`config.mk`:
```
export PLATFORM = sky130hd
export DESIGN_NAME = maze_quest_fsm
export DESIGN_NICKNAME = d
export VERILOG_FILES = /design/src/rtl/maze_quest_fsm.sv
export SDC_FILE = /design/constraint.sdc
export NUM_CORES = 1
export LEC_CHECK = 0
export BUFFER_PORTS_ARGS = -buffer_cell sky130_fd_sc_hd__buf_4
export CORE_ASPECT_RATIO = 1.25
export CORE_MARGIN = 2
export CORE_UTILIZATION = 51
export CTS_BUF_LIST = sky130_fd_sc_hd__clkbuf_8
export DETAILED_ROUTE_END_ITERATION = 6
export HOLD_SLACK_MARGIN = 0.02
export PLACE_DENSITY = 0.75
export RECOVER_POWER = 100
export SETUP_SLACK_MARGIN = 0.4
export SLEW_MARGIN = 5
export SYNTH_ARGS = -nofsm -noshare
export SYNTH_HDL_FRONTEND = slang
export SYNTH_SLANG_ARGS = --single-unit
export TNS_END_PERCENT = 20
```
`constraint.sdc`:
```
create_clock -name clk -period 3 [get_ports clk]
set_input_delay 0.15 -clock clk [delete_from_list [all_inputs] [get_ports clk]]
set_output_delay 0.15 -clock clk [all_outputs]
set_load 0.02 [all_outputs]
```
`src/rtl/maze_quest_fsm.sv`:
```
// Grid adventure FSM: the player walks a ROWS x COLS maze, may pick up a sword,
// and the dragon fight decides win or death. Optional edge-triggered commands and move budget.
module maze_quest_fsm #(
  parameter int                 ROWS        = 2,
  parameter int                 COLS        = 2,
  parameter int                 START_ROOM  = 0,
  parameter int                 SWORD_ROOM  = 2,
  parameter int                 DRAGON_ROOM = 3,
  parameter logic [ROWS*COLS-1:0] WALL_N    = '0,
  parameter logic [ROWS*COLS-1:0] WALL_S    = '0,
  parameter logic [ROWS*COLS-1:0] WALL_E    = '0,
  parameter logic [ROWS*COLS-1:0] WALL_W    = '0,
  parameter bit                 EDGE_MODE   = 1'b0,
  parameter int                 MOVE_W      = 8,
  parameter int                 MAX_MOVES   = 0
) (
  input  logic                                           clk,
  input  logic                                           reset,
  input  logic                                           n,
  input  logic                                           s,
  input  logic                                           e,
  input  logic                                           w,
  output logic [$clog2((ROWS*COLS > 1) ? ROWS*COLS : 2)-1:0] room,
  output logic [ROWS*COLS-1:0]                           room_oh,
  output logic                                           sw,
  output logic                                           d,
  output logic                                           win,
  output logic                                           bump,
  output logic                                           bad_cmd,
  output logic [MOVE_W-1:0]                              moves
);

  localparam int N  = ROWS * COLS;
  localparam int RW = $clog2((N > 1) ? N : 2);

  typedef enum logic [1:0] {ROAM, FIGHT, DEAD, WIN} state_t;

  if (DRAGON_ROOM == START_ROOM || DRAGON_ROOM == SWORD_ROOM) begin : g_cfg_error
    $error("maze_quest_fsm: DRAGON_ROOM must differ from START_ROOM and SWORD_ROOM");
  end

  state_t            state_q, state_d;
  logic [3:0]        cmd;
  logic              active, accept;
  logic              armed, armed_d;
  logic              open;
  logic [RW-1:0]     tgt, room_d;
  logic [N-1:0]      room_oh_d;
  logic              sw_d, bump_d, bad_cmd_d;
  logic [MOVE_W-1:0] moves_d;
  int                row, col, tgt_i;

  assign cmd    = {n, s, e, w};
  assign active = |cmd;
  assign accept = active && (!EDGE_MODE || armed);

  // NOTE: every always_comb target gets a default first so no path leaves it unassigned (no latches).
  always_comb begin
    state_d   = state_q;
    room_d    = room;
    room_oh_d = room_oh;
    sw_d      = sw;
    moves_d   = moves;
    bump_d    = 1'b0;
    bad_cmd_d = 1'b0;
    armed_d   = armed;
    open      = 1'b0;
    row       = int'(room) / COLS;
    col       = int'(room) % COLS;
    tgt_i     = int'(room);

    if (!active)     armed_d = 1'b1;
    else if (accept) armed_d = 1'b0;

    // Target room and legality of a single-direction command.
    unique case (cmd)
      4'b1000: begin open = (row > 0)        && !WALL_N[room]; tgt_i = int'(room) - COLS; end
      4'b0100: begin open = (row < ROWS - 1) && !WALL_S[room]; tgt_i = int'(room) + COLS; end
      4'b0010: begin open = (col < COLS - 1) && !WALL_E[room]; tgt_i = int'(room) + 1;    end
      4'b0001: begin open = (col > 0)        && !WALL_W[room]; tgt_i = int'(room) - 1;    end
      default: open = 1'b0;
    endcase
    tgt = RW'(tgt_i);

    unique case (state_q)
      ROAM: begin
        if (accept) begin
          if (!$onehot(cmd)) begin
            bad_cmd_d = 1'b1;
          end else if (!open) begin
            bump_d = 1'b1;
          end else begin
            room_d    = tgt;
            room_oh_d = N'(1) << tgt;
            if (moves != '1) moves_d = moves + MOVE_W'(1);
            if (tgt == RW'(SWORD_ROOM)) sw_d = 1'b1;
            // Dragon entry wins over starvation on the final move.
            if (tgt == RW'(DRAGON_ROOM))
              state_d = FIGHT;
            else if (MAX_MOVES != 0 && moves_d == MOVE_W'(MAX_MOVES))
              state_d = DEAD;
          end
        end
      end
      FIGHT:   state_d = sw ? WIN : DEAD;
      default: state_d = state_q;
    endcase
  end

  // NOTE: sequential state uses non-blocking assignments so all flops update together on the edge.
  always_ff @(posedge clk or posedge reset) begin
    if (reset) begin
      state_q <= ROAM;
      armed   <= 1'b0;
      room    <= RW'(START_ROOM);
      room_oh <= N'(1) << START_ROOM;
      sw      <= 1'b0;
      d       <= 1'b0;
      win     <= 1'b0;
      bump    <= 1'b0;
      bad_cmd <= 1'b0;
      moves   <= '0;
    end else begin
      state_q <= state_d;
      armed   <= armed_d;
      room    <= room_d;
      room_oh <= room_oh_d;
      sw      <= sw_d;
      d       <= (state_d == DEAD);
      win     <= (state_d == WIN);
      bump    <= bump_d;
      bad_cmd <= bad_cmd_d;
      moves   <= moves_d;
    end
  end

endmodule

```
# --- Word level (Yosys, flattened, before mapping) ---
# Cells that the tools add are included.
word_totals:
  reg_bits: 21
  in_bits: 6
  output_inout_bits: 19
  wordCells: 61
classes:
  add_sub_neg: 8
  order_cmp: 5
  eq_ne: 11
  shifts: 1
  mux: 17
  n_reduce_logical: 10
op_table:
  columns: ["operator", "count"]
  rows:
  - ["5-bit AND reduction", 2]
  - ["1-bit 2-to-1 mux", 9]
  - ["8-bit by 1-bit adder with 8-bit output (second input constant)", 1]
  - ["2-bit == test (second input constant)", 4]
  - ["2-bit 2-to-1 mux", 4]
  - ["8-bit != test (second input constant)", 1]
  - ["2-bit one-hot mux with 4 select lines", 1]
  - ["1-bit by 1-bit adder with 2-bit output", 2]
  - ["4-bit by 1-bit == test with 1-bit output (second input constant)", 1]
  - ["4-bit by 2-bit == test with 1-bit output (second input constant)", 1]
  - ["4-bit by 3-bit == test with 1-bit output (second input constant)", 1]
  - ["4-bit == test (second input constant)", 1]
  - ["1-bit logical AND", 4]
  - ["1-bit one-hot mux with 4 select lines", 1]
  - ["2-bit one-hot mux with 2 select lines", 1]
  - ["4-bit AND reduction", 1]
  - ["4-bit OR reduction", 1]
  - ["1-bit by 2-bit << shifter with 4-bit output (first input constant)", 1]
  - ["2-bit by 2-bit adder with 3-bit output", 1]
  - ["3-bit by 1-bit == test with 1-bit output (second input constant)", 1]
  - ["2-bit by 3-bit < comparator with 1-bit output (second input constant)", 1]
  - ["2-bit by 1-bit adder with 2-bit output (second input constant)", 1]
  - ["2-bit adder (second input constant)", 1]
  - ["1-bit binary-select mux with 2-bit select", 1]
  - ["other kinds (7)", 9]

# --- Depth between registers and ports, before layout ---
# Gate-level depths: netlist (run 1).
logic_depth:
  word_depth: 10
  mapped_depth: 12
  ltp_nobuf: 10

# --- Worst setup path before layout (run 1) ---
# OpenSTA, ideal clock, no wires.
synth_path:
  path_kind: "in2reg"
  startpoint: "input port w"
  endpoint: "register moves[6]"
  setup_ns: 0.125
  arrival_time_ns: 2.407
  t_required_ns: 2.875
  path_slack_ns: 0.468
  stages: 12
  n_path_buf: 2
  path_cell_list: "buf_6 -> inv_2 -> fa_1 -> inv_1 -> ha_1 -> ha_1 -> nor3b_2 -> o311ai_4 -> a21o_1 -> buf_6 -> nor3_4 -> mux2_4"
synth_between:
  elab_chain_len: 4
  elab_cells_between_ends: 10
synth_rtl:
  columns: ["element", "line_no", "source"]
  rows:
  - ["from (decl)", "22", "input logic w,"]
  - ["1-bit by 1-bit adder with 2-bit output (not written as such)", "88", "if (!$onehot(cmd)) begin"]
  - ["2-bit by 2-bit adder with 3-bit output (not written as such)", "88", null]
  - ["3-bit by 1-bit == test with 1-bit output", "88", null]
  - ["5-bit AND reduction (no line) (*)", null, null]
  - ["to (signal assigned)", "133", "moves <= moves_d;"]
  - ["to (decl)", "30", "output logic [MOVE_W-1:0] moves"]
# Mark *: on every way between the ends. The rest lies on a longest branch, timed or not.
# A chain may end at the register's enable or synchronous reset.

# --- Worst setup path after layout (run 1) ---
layout_path:
  startpoint: "input port w"
  endpoint: "register moves[1]"
# Same word-level chain as after synthesis.

==> results of run 1 <==
-- final cells by class --
type | instances | area, um^2
Sequential cell | 21 | 527
Tap cell | 31 | 38.8
Inverter | 9 | 33.8
Fill cell | 232 | 872
Clock buffer | 3 | 41.3
Multi-Input combinational cell | 75 | 608
Clock inverter | 1 | 5.00
Timing Repair Buffer | 24 | 109
-- cell families after synthesis --
kind of cell / after synthesis
flip-flops: 21
AO/OA/AOI/OAI: 23
XOR/XNOR: 7
adder cells (fa/ha/maj): 7
AND/OR/NAND/NOR: 36
buffers and inverters: 13
multiplexers: 2
-- per-stage QoR --
stage / setup WS (ps) / area (um^2)
2_1_floorplan: 468 / 1230
3_3_place_gp: 295 / 1400
3_5_place_dp: 213 / 1400
4_1_cts: 486 / 1450
5_1_grt: 208 / 1360
6_report: 315 / 1360
-- worst paths after layout --
path / slack (ps) / endpoint / start / cells after the start
worst min register to register: 460 / room_oh[0] / room_oh[0] / 2
min in group clk: 330 / bump / w / 3
max in group asynchronous: 2470 / asynchronous set/reset pin / reset / 2
worst max-delay path: 310 / moves[1] / w / 11
worst max register to register: 1150 / moves[1] / room[0] / 5
worst min-delay path: 40 / moves[7] / reset / 2
-- flip-flops by register name, indices dropped and copies added, names as in the netlist, named ones only --
| name | cells |
|---|---|
| d | 1 |
| bump | 1 |
| sw | 1 |
| state_q | 1 |
| room | 2 |
| moves | 8 |
| win | 1 |
| room_oh | 4 |
| bad_cmd | 1 |
-- layout by cell type (no fill, tap or decap), types with 3 or more instances in the layout --
cell,instances
buf_4,4
nand3_1,3
xnor2_1,3
a21o_1,4
xor2_1,4
dfrtp_1,20
clkbuf_8,3
clkbuf_1,19
ha_1,6
inv_1,8
nor2_1,7
nand2_1,8
nand4_1,3
-- power breakdown --
| part | total, mW | switching (mW) | internal, mW |
|---|---|---|---|
| Combinational | 0.302 | 0.194 | 0.108 |
| Clock | 0.177 | 0.0853 | 0.0921 |
| Sequential | 0.416 | 0.0644 | 0.352 |
-- routing by layer --
metal	vias up	part of all wire	global-route usage
met3	2	0.037	0.0276
met2	14	0.52	0.310
met5	-	0	0
li1	430	-	-
met1	414	0.43	0.212
met4	0	0.013	0.0695
==> flow_metrics.py, run 1 <==
metrics = {
    "outcome": {
        "status": "finished, final reports clean",
    },
    "clocking": {
        "cts.repair.resized": 0,
        "ctsHoldBuffers": 0,
        "cts_max_level": 1,
        "cts_root_buffer": "clkbuf_8",
        "cts_setup_buffers": 0,
        "cts.path.max_buffers": 2,
        "cts_tree": "yes",
        "clk_pin_slew_ps": 70,
        "tritoncts.num_buffers": 3,
        "clock-sinks": 21,
        "clkLatencyLatePin_ps": 250,
    },
    "finish": {
        "syn_to_final_growth_pct": 11.1,
        "antenna-diode-count": 0,
        "nets": 147,
        "final_util": 0.610,
        "drive_gt1_frac": 0.165,
        "final_cells": 164,
    },
    "synthesis": {
        "yosys.cell_count.top_type": "dfrtp_1",
        "synth.distinct_cells": 40,
        "synth_area_per_cell_um2": 11.2,
        "synth-async-reset-ratio": 1.00,
        "dominantRegCellSynth": "dfrtp_1",
        "synthTopCellsByArea": "dfrtp_1 (41%), ha_1 (6.1%), buf_6 (3.7%)",
        "synthXorXnorAreaFrac": 0.0500,
        "yosys-mux-area-fraction": 0.0245,
        "ys_seq_area_frac": 0.430,
        "synth_top_family_by_area": "simple AND/OR/NAND/NOR gates",
        "synth_fp_nets": 122,
        "ys_seq_elements": 21,
        "synthAdderAreaFrac": 0.0776,
        "postSynthCellCount": 109,
        "netlist_area_um2": 1230,
        "synth_area_leader_cell": "dfrtp_1",
        "yosys.area.top_type_share": 0.408,
        "synthSimpleGateAreaFrac": 0.185,
        "yosys_warnings": 0,
        "synth-compound-area-share": 0.169,
        "synth_common_cells": "dfrtp_1 (20), nand2_1 (8), inv_1 (7), nor2_1 (7), ha_1 (6)",
        "synth_edf_count": 0,
    },
    "timing": {
        "holdWs_ps": 41.0,
        "tns_ps": 0,
        "period_minus_slack_ps": 2690,
        "slew_headroom": 0.479,
        "finalCritPeriodShare": 0.895,
        "rsz0062_at_grt": "no",
        "max_freq_mhz": 372,
        "finalMaxSlewViolations": 0,
        "tightest_slew_ps": 781,
        "setup_viol": 0,
        "clock_skew_ps": 1.62,
        "finalHoldViolations": 0,
    },
    "route": {
        "drtIter0Drc": 9,
        "first_pass_iters": 4,
        "drtAntennaViolNets": 0,
        "vias_per_cell": 5.24,
        "drc": 0,
        "post_drt_wl_per_cell_um": 13.0,
        "postRouteWirelength_um": 2140,
        "num_vias": 860,
    },
    "global_routing": {
        "grt-ovfl-total": 0,
        "grt_pass1_wl_um": 3610,
        "grt_antenna_before_repair": 0,
        "grt_max_degree": 22,
        "grt_pass1_vias": 838,
        "grtUsageTotal": 0.179,
    },
    "min_path": {
        "min-delay-path-class": "in -> async",
    },
    "setup_path": {
        "arrival_ps": 2820,
        "cp_slowest_cell": "fa_1",
        "crit_type": "in -> reg",
        "crit_buf_inv": 3,
        "path_delay_family": "adder cells",
        "slowest_delay_ps": 480,
        "crit_fanout": 10,
        "end_kind": "register",
        "path_cells": "buf_4 > inv_1 > fa_1 > inv_1 > ha_1 > ha_1 > nor3b_1 > o311ai_4 > a21o_1 > nor2_4 > mux2_1",
        "cp_data_required_time_ps": 3140,
        "start_kind": "primary input",
    },
    "floorplanning": {
        "start_util": 0.549,
        "die-area_um2": 2810,
        "io_pins": 25,
        "row_count": 19,
        "die_w_um": 47.9,
        "core_um2": 2230,
        "dieHeight_um": 58.8,
    },
    "place": {
        "dp_cells": 160,
        "placement.io_buffers": 24,
        "hpwl_um": 1680,
        "place_congestion": 0.795,
    },
    "power": {
        "power_leakage_nw": 0.650,
        "vdd_drop_max_uv": 456,
        "power_uw": 896,
        "p_per_area_nw_per_um2": 658,
    },
    "job": {
        "maxCapViolCount": 0,
    },
}
Note: power is estimated with default switching activity, not from simulation.
==> run 2, diff against run 1 <==
==> constraint.sdc (replaced) <==
create_clock -name clk -period 3 [get_ports clk]
set_input_delay 0.6 -clock clk [delete_from_list [all_inputs] [get_ports clk]]
set_output_delay 0.6 -clock clk [all_outputs]
set_load 0.02 [all_outputs]
==> run 2 against run 1 <==
  * Routed wire length grew 10%
  * Power grew 2.5%
  * Core utilization grew 3.3 points
  * Non-clock buffer count grew 3
  * Combinational power grew 6.6%
  * Sequential power is essentially flat
  * Clock power is essentially flat
  * Register-to-register slack gained 110 ps
  * Count of clock-buffer cells in the layout is the same
  * Critical path type unchanged
  * Critical endpoint is now moves[6]
  * Largest power group unchanged
  * Highest routed layer unchanged
==> flow_metrics.py, run 2 (synthesis gave the netlist of run 1 again) <==
metrics = {
    "timing": {
        "period_minus_slack_ps": 2700,
        "finalHoldViolations": 0,
        "finalMaxSlewViolations": 0,
        "holdWs_ps": 469,
        "rsz0062_at_grt": "yes",
        "setup_viol": 0,
        "tightest_slew_ps": 754,
        "clock_skew_ps": 2.84,
        "finalCritPeriodShare": 0.899,
        "tns_ps": 0,
        "max_freq_mhz": 371,
        "slew_headroom": 0.497,
    },
    "clocking": {
        "ctsHoldBuffers": 0,
        "tritoncts.num_buffers": 3,
        "cts_setup_buffers": 0,
        "cts_max_level": 1,
        "clk_pin_slew_ps": 80,
        "cts.path.max_buffers": 2,
        "cts_root_buffer": "clkbuf_8",
        "clock-sinks": 21,
        "cts_tree": "yes",
        "clkLatencyLatePin_ps": 250,
    },
    "setup_path": {
        "cp_slowest_cell": "fa_1",
        "slowest_delay_ps": 520,
        "crit_top_cell": "ha_4",
        "crit_type": "in -> reg",
        "start_kind": "primary input",
        "end_kind": "register",
        "path_delay_family": "adder cells",
        "cp_data_required_time_ps": 3130,
        "crit_fanout": 3,
        "path_cells": "buf_8 > inv_4 > fa_1 > inv_1 > ha_4 > ha_4 > nor3b_4 > o311ai_0 > a21o_4 > nor3_4 > mux2_1",
        "arrival_ps": 2830,
        "crit_buf_inv": 3,
    },
    "floorplanning": {
        "io_pins": 25,
        "row_count": 19,
        "dieHeight_um": 58.8,
        "core_um2": 2230,
        "die-area_um2": 2810,
        "start_util": 0.549,
        "die_w_um": 47.9,
    },
    "power": {
        "vdd_drop_max_uv": 491,
        "power_leakage_nw": 0.668,
        "p_per_area_nw_per_um2": 640,
        "power_uw": 919,
    },
    "min_path": {
        "min-delay-path-class": "reg -> reg",
    },
    "finish": {
        "final_common_cell": "dfrtp_1",
        "largest_register_ff_count": 8,
        "final_cell_mix": "dfrtp_1 (20), clkbuf_1 (19), nand2_1 (8), nor2_1 (7), inv_1 (5)",
        "regMostFlops": "moves",
        "drive_gt1_frac": 0.228,
        "nets": 150,
        "antenna-diode-count": 0,
        "biggestRegsByFlops": "moves x8, room_oh x4, room x2",
        "syn_to_final_growth_pct": 17.1,
    },
    "global_routing": {
        "grt_antenna_before_repair": 0,
        "grt_pass1_wl_um": 3830,
        "grt_pass1_vias": 911,
        "grt_max_degree": 22,
        "grt-ovfl-total": 0,
        "grtUsageTotal": 0.183,
    },
    "route": {
        "drtAntennaViolNets": 0,
        "drc": 0,
        "post_drt_wl_per_cell_um": 14.1,
        "vias_per_cell": 5.37,
        "postRouteWirelength_um": 2360,
        "num_vias": 896,
        "drtIter0Drc": 7,
        "first_pass_iters": 4,
    },
    "place": {
        "place_congestion": 0.780,
        "placement.io_buffers": 24,
        "hpwl_um": 1700,
    },
    "job": {
        "maxCapViolCount": 0,
    },
    "outcome": {
        "status": "finished, final reports clean",
    },
}
-- run 2: cell types whose count changed in the layout (fill, tap and decap cells not counted), sizes merged --
| cell | delta |
|---|---|
| buf | +3 |
-- run 2: repair_timing --
action                                 4_1_cts  5_1_grt
setup endpoints to repair                   10       11
endpoints found under the hold margin        0        0
gates resized for setup                      6        4
pin swaps                                    4        2
-- run 2: cell type report --
type | instances | area [um^2]
repair buffers | 27 | 146
fillers | 220 | 798
inverters | 9 | 36.3
multi-input cells | 75 | 642
clock buffers | 3 | 41.3
flip-flops and latches | 21 | 527
clock inverters | 1 | 5.00
well taps | 31 | 38.8
-- run 2: worst paths after layout --
check	startpoint	to	slack, ps	cells past startpoint
min	room_oh[0]	room_oh[0]	470	2
max	w	moves[6]	300	11
max reg2reg	room[0]	moves[6]	1260	5
max in group asynchronous	reset	moves[2]	2050	2
min reg2reg	room_oh[0]	room_oh[0]	470	2
min in group asynchronous	reset	d	480	2
-- run 2: tightest hold or removal path, stage by stage, from the launching register on --
cell and delay (ps):
dfstp_2 370, nand2_1 50, o21ai_1 50
-- run 2: power breakdown --
part	leakage (nW)	switching [mW]	internal, mW
combinational	0.364	0.200	0.122
sequential	0.278	0.0653	0.352
clock	0.0255	0.0878	0.0922
-- run 2: metrics by stage --
step                utilization  cells  cell area [um^2]  setup WS [ps]
finish                    0.643    167              1440            303
global route              0.643    167              1440            209
CTS                       0.676    167              1510            404
detailed placement        0.647    163              1450           10.7
global placement          0.647    163              1450           69.8
floorplan                     -    109              1260           92.7
-- run 2: per-layer routing --
metal | track usage | up-vias | part of all wire
met4 | 0.0463 | 0 | 0.016
met2 | 0.324 | 19 | 0.53
met1 | 0.224 | 441 | 0.43
li1 | - | 432 | -
met5 | 0 | - | 0
met3 | 0.0276 | 4 | 0.031
